File: src/rtl/reg_file_wb.sv
// MIPS 32-entry register file with write-back link select, same-cycle write-first
// bypass on the two ID read ports, an unbypassed debug port and a saturating write counter.
module reg_file_wb #(
  parameter int DATA_W   = 32,
  parameter int ADDR_W   = 5,
  parameter int LINK_REG = 31
) (
  input  logic              clk,
  input  logic              reset,
  input  logic              reg_write,
  input  logic              link_en,
  input  logic [ADDR_W-1:0] wr_addr,
  input  logic [DATA_W-1:0] wr_data,
  input  logic [ADDR_W-1:0] rd_addr_a,
  input  logic [ADDR_W-1:0] rd_addr_b,
  input  logic [ADDR_W-1:0] dbg_addr,
  output logic [DATA_W-1:0] rd_data_a,
  output logic [DATA_W-1:0] rd_data_b,
  output logic [DATA_W-1:0] dbg_data,
  output logic [15:0]       wr_count
);

  localparam int DEPTH = 1 << ADDR_W;

  logic [DATA_W-1:0] regs [DEPTH];
  logic [ADDR_W-1:0] eff_addr;
  logic              eff_we;

  // A link write-back always lands in LINK_REG; reset also suppresses the bypass.
  assign eff_addr = link_en ? ADDR_W'(LINK_REG) : wr_addr;
  assign eff_we   = reg_write & (eff_addr != '0) & ~reset;

  always_ff @(posedge clk or posedge reset) begin
    if (reset) begin
      for (int i = 0; i < DEPTH; i++) regs[i] <= '0;
      wr_count <= '0;
    end else if (eff_we) begin
      regs[eff_addr] <= wr_data;
      if (wr_count != 16'hFFFF) wr_count <= wr_count + 16'd1;
    end
  end

  // Write-first read: wr_data is only selected when a real write is in flight,
  // so an undriven wr_data on idle cycles never reaches the outputs.
  function automatic logic [DATA_W-1:0] read_port(input logic [ADDR_W-1:0] addr);
    if (addr == '0)                      return '0;
    else if (eff_we && addr == eff_addr) return wr_data;
    else                                 return regs[addr];
  endfunction

  assign rd_data_a = read_port(rd_addr_a);
  assign rd_data_b = read_port(rd_addr_b);
  assign dbg_data  = regs[dbg_addr];

endmodule

File: config.mk
export PLATFORM = sky130hd
export DESIGN_NAME = reg_file_wb
export DESIGN_NICKNAME = d
export VERILOG_FILES = /design/src/rtl/reg_file_wb.sv
export SDC_FILE = /design/constraint.sdc
export NUM_CORES = 2
export LEC_CHECK = 0
export CAP_MARGIN = 20
export CORE_ASPECT_RATIO = 1.4
export CORE_UTILIZATION = 57
export CTS_CLUSTER_DIAMETER = 50
export DETAILED_ROUTE_END_ITERATION = 12
export PLACE_DENSITY_LB_ADDON = 0.2
export SLEW_MARGIN = 20
export SYNTH_ARGS = -nofsm -noshare
export SYNTH_HDL_FRONTEND = slang
export SYNTH_SLANG_ARGS = --single-unit
File: constraint.sdc
create_clock -name clk -period 31.9 [get_ports clk]
set_input_delay 3.19 -clock clk [delete_from_list [all_inputs] [get_ports clk]]
set_output_delay 3.19 -clock clk [all_outputs]
set_load 0.02 [all_outputs]
==> results.py <==
metrics = {
    "run_status": {
        "outcome": "finished clean",
    },
    "run": {
        "maxCapViolCount": 0,
    },
    "finish": {
        "drive_gt1_frac": 0.506,
        "most-common-layout-cells": "1040 x dfrtp_1, 1031 x mux2_2, 747 x mux4_2",
        "seqCellArea_mm2": 0.0260,
        "multiInputGateArea_mm2": 0.0355,
        "syn_to_final_growth_pct": 10.0,
        "layout_commonest_cell": "dfrtp_1",
        "layout.nets": 4309,
        "nFillCells": 8255,
    },
    "sta": {
        "min_period_over_period": 0.362,
        "fmax_mhz": 86.6,
        "drv_slew": 0,
        "skew_ns": 0.00952,
        "maxSlewHeadroom": 0.138,
        "setup-tns-final_ns": 0,
        "hold_viol": 0,
        "setup_viol": 0,
        "rsz0062_at_grt": "no",
        "layout_min_cycle_time_ns": 11.54,
        "tightest_slew_ns": 1.29,
    },
    "power": {
        "pwr-share-seq": 0.434,
        "combPwrFrac": 0.185,
        "p_clk_frac": 0.381,
        "p_total_mw": 3.61,
        "power_density_mw_per_mm2": 51.5,
        "p_sw_mw": 1.02,
        "ir_drop_uv": 45.9,
        "p_int_mw": 2.58,
        "switching_share": 0.284,
        "leakage_nw": 30.6,
    },
    "clock_tree": {
        "root_buffer": "clkbuf_16",
        "ctsResizeCount": 0,
        "path_clk_slew_ns": 0.06,
        "cts_sinks": 1040,
        "post_cts_buffers": 0,
        "clock_latency_ns": 0.72,
        "cts_buffers": 112,
        "clock_path_buffers": 3,
        "ctsHoldBuffers": 0,
        "htreeDepth": 3,
        "tritoncts": "yes",
    },
    "setup_path": {
        "path_max_fanout": 80,
        "path_cells": "buf_8, buf_4, buf_12, buf_4, mux2i_1, o22ai_1, or3_1, o221ai_1, or3_1, o21ai_0, clkdlybuf4s50_1",
        "start_kind": "input port",
        "cp_slowest_cell": "buf_4",
        "arrival_ns": 8.35,
        "cp-end-kind": "output pin",
        "worstSetupPathType": "input port to output pin",
        "worstPathRequired_ns": 28.71,
        "slowest_delay_ns": 0.91,
    },
    "grt": {
        "antenna_found_initial": 18,
        "grt_pass1_vias": 45300,
        "grt_overflow": 0,
        "grt_pass1_wl_mm": 327,
        "grt_usage": 0.407,
        "grt_max_degree": 181,
    },
    "die": {
        "core-area_mm2": 0.110,
        "die-area_mm2": 0.113,
        "design.portCount": 168,
        "die-width_um": 284,
        "placement_rows": 144,
        "die_h_um": 397,
        "initial_core_util": 0.577,
    },
    "route": {
        "post_drt_wl_per_cell_um": 38.9,
        "ant_nets": 0,
        "drt-total-wl_mm": 226,
        "drt_iter0_drc": 5865,
        "viasPerCell": 7.72,
        "vias": 44900,
        "drt_pass1_iterations": 6,
        "post-route-drc-count": 0,
    },
    "synth": {
        "yosysWarnings": 0,
        "synth_edf_count": 0,
        "synthFlopType": "dfrtp_1",
        "synthArstFlopShare": 1.00,
        "synthDistinctLibCells": 63,
        "netlist_area_mm2": 0.0636,
        "syn_nets": 4403,
        "synth_cells": 4346,
        "synth-seq-cells": 1040,
        "avgSynthCellArea_um2": 14.6,
        "ys_seq_area_frac": 0.409,
    },
    "placement": {
        "io_buffer_count": 167,
        "dp_hpwl_mm": 129,
        "gp_congestion": 0.914,
    },
    "min_path": {
        "min_path_type": "flip-flop to flip-flop",
    },
}
[stage by stage]
stage / cells / setup WS, ns / area, um^2 / hold slack [ns] / util
4_1_cts: 5805 / 20.25 / 70000 / 0.404 / 0.635
3_5_place_dp: 5598 / 20.25 / 66200 / 0.391 / 0.600
3_3_place_gp: 5598 / 20.26 / 66200 / 0.380 / 0.600
6_report: 5815 / 20.36 / 70000 / 0.407 / 0.635
2_1_floorplan: 4346 / 14.37 / 63600 / 0.441 / -
5_1_grt: 5806 / 20.09 / 70000 / 0.420 / 0.634
[flip-flops by register name, indices dropped and copies added, names as in the netlist]
name      count
regs       1024
wr_count     16
[worst max-delay path: cells and delay by family]
family / cells / cell delay (ns)
AO/OA/AOI/OAI: 3 / 0.87
buffers and inverters: 5 / 3.34
AND/OR/NAND/NOR: 2 / 0.52
multiplexers: 1 / 0.19
[metal layers]
layer	wire length (um)	GRT usage	part of all wire	vias to the layer above
li1	-	-	-	17100
met1	79300	0.516	0.35	23800
met5	163	0	0.00072	-
met2	102000	0.603	0.45	3093
met4	18600	0.279	0.082	22
met3	25800	0.123	0.11	904
[cells in the mapped netlist, types with 16 or more instances]
cell type,instances,share of area
a211oi_1,17,0.0020
a21oi_1,51,0.0040
a221oi_1,22,0.0030
a22o_1,16,0.0022
a22oi_1,56,0.0066
buf_1,56,0.0033
buf_2,165,0.013
buf_4,32,0.0038
clkbuf_1,256,0.015
dfrtp_1,1040,0.41
mux2_2,1031,0.18
mux2i_1,193,0.030
mux4_2,747,0.26
nand2_1,133,0.0079
nand2b_1,17,0.0017
nand3_1,37,0.0029
nor2_1,74,0.0044
nor3_1,35,0.0028
o21ai_0,74,0.0058
o221ai_1,21,0.0029
o22ai_1,111,0.011
[power groups by stage]
| stage | Clock, mW | Sequential, mW | Combinational (mW) |
|---|---|---|---|
| floorplan | 0 | 1.55 | 0.476 |
| global placement | 0 | 1.57 | 0.651 |
| detailed placement | 0 | 1.58 | 0.661 |
| CTS | 1.38 | 1.56 | 0.664 |
| global route | 1.43 | 1.58 | 0.701 |
| finish | 1.37 | 1.56 | 0.668 |
[worst paths after layout]
| check | from | to | slack [ns] | cells after the start |
|---|---|---|---|---|
| min | regs[1017] | regs[1017] | 0.41 | 0 |
| max reg2reg | wr_count[3] | wr_count[14] | 29.54 | 6 |
| min reg2reg | regs[1017] | regs[1017] | 0.41 | 0 |
| min in group asynchronous | reset | regs[610] | 3.02 | 2 |
| max | rd_addr_a[0] | rd_data_a[14] | 20.36 | 11 |
| max in group asynchronous | reset | regs[231] | 25.59 | 5 |
[final cells by class]
cell class,instances,area share
multi-input cells,2789,0.508
clock inverters,60,0.00976
flip-flops and latches,1040,0.372
clock buffers,147,0.0448
diodes,10,0.000358
inverters,6,0.000375
repair buffers,303,0.0389
well taps,1460,0.0261
[kinds of logic (layout without fill, tap and decap cells)]
| family | after synthesis | after routing | share of synthesized area |
|---|---|---|---|
| AOI/OAI and AO/OA | 423 | 423 | 0.0451 |
| DFF | 1040 | 1040 | 0.409 |
| buffers and inverters | 517 | 516 | 0.0359 |
| adders and majority gates | 1 | 1 | 0.000197 |
| and+or+nand+nor | 360 | 360 | 0.0268 |
| muxes | 1985 | 1985 | 0.480 |
| xor gates and xnor gates | 20 | 20 | 0.00275 |
| other | 0 | 10 | 0 |
No activity file was read; power rests on OpenSTA's default activity.
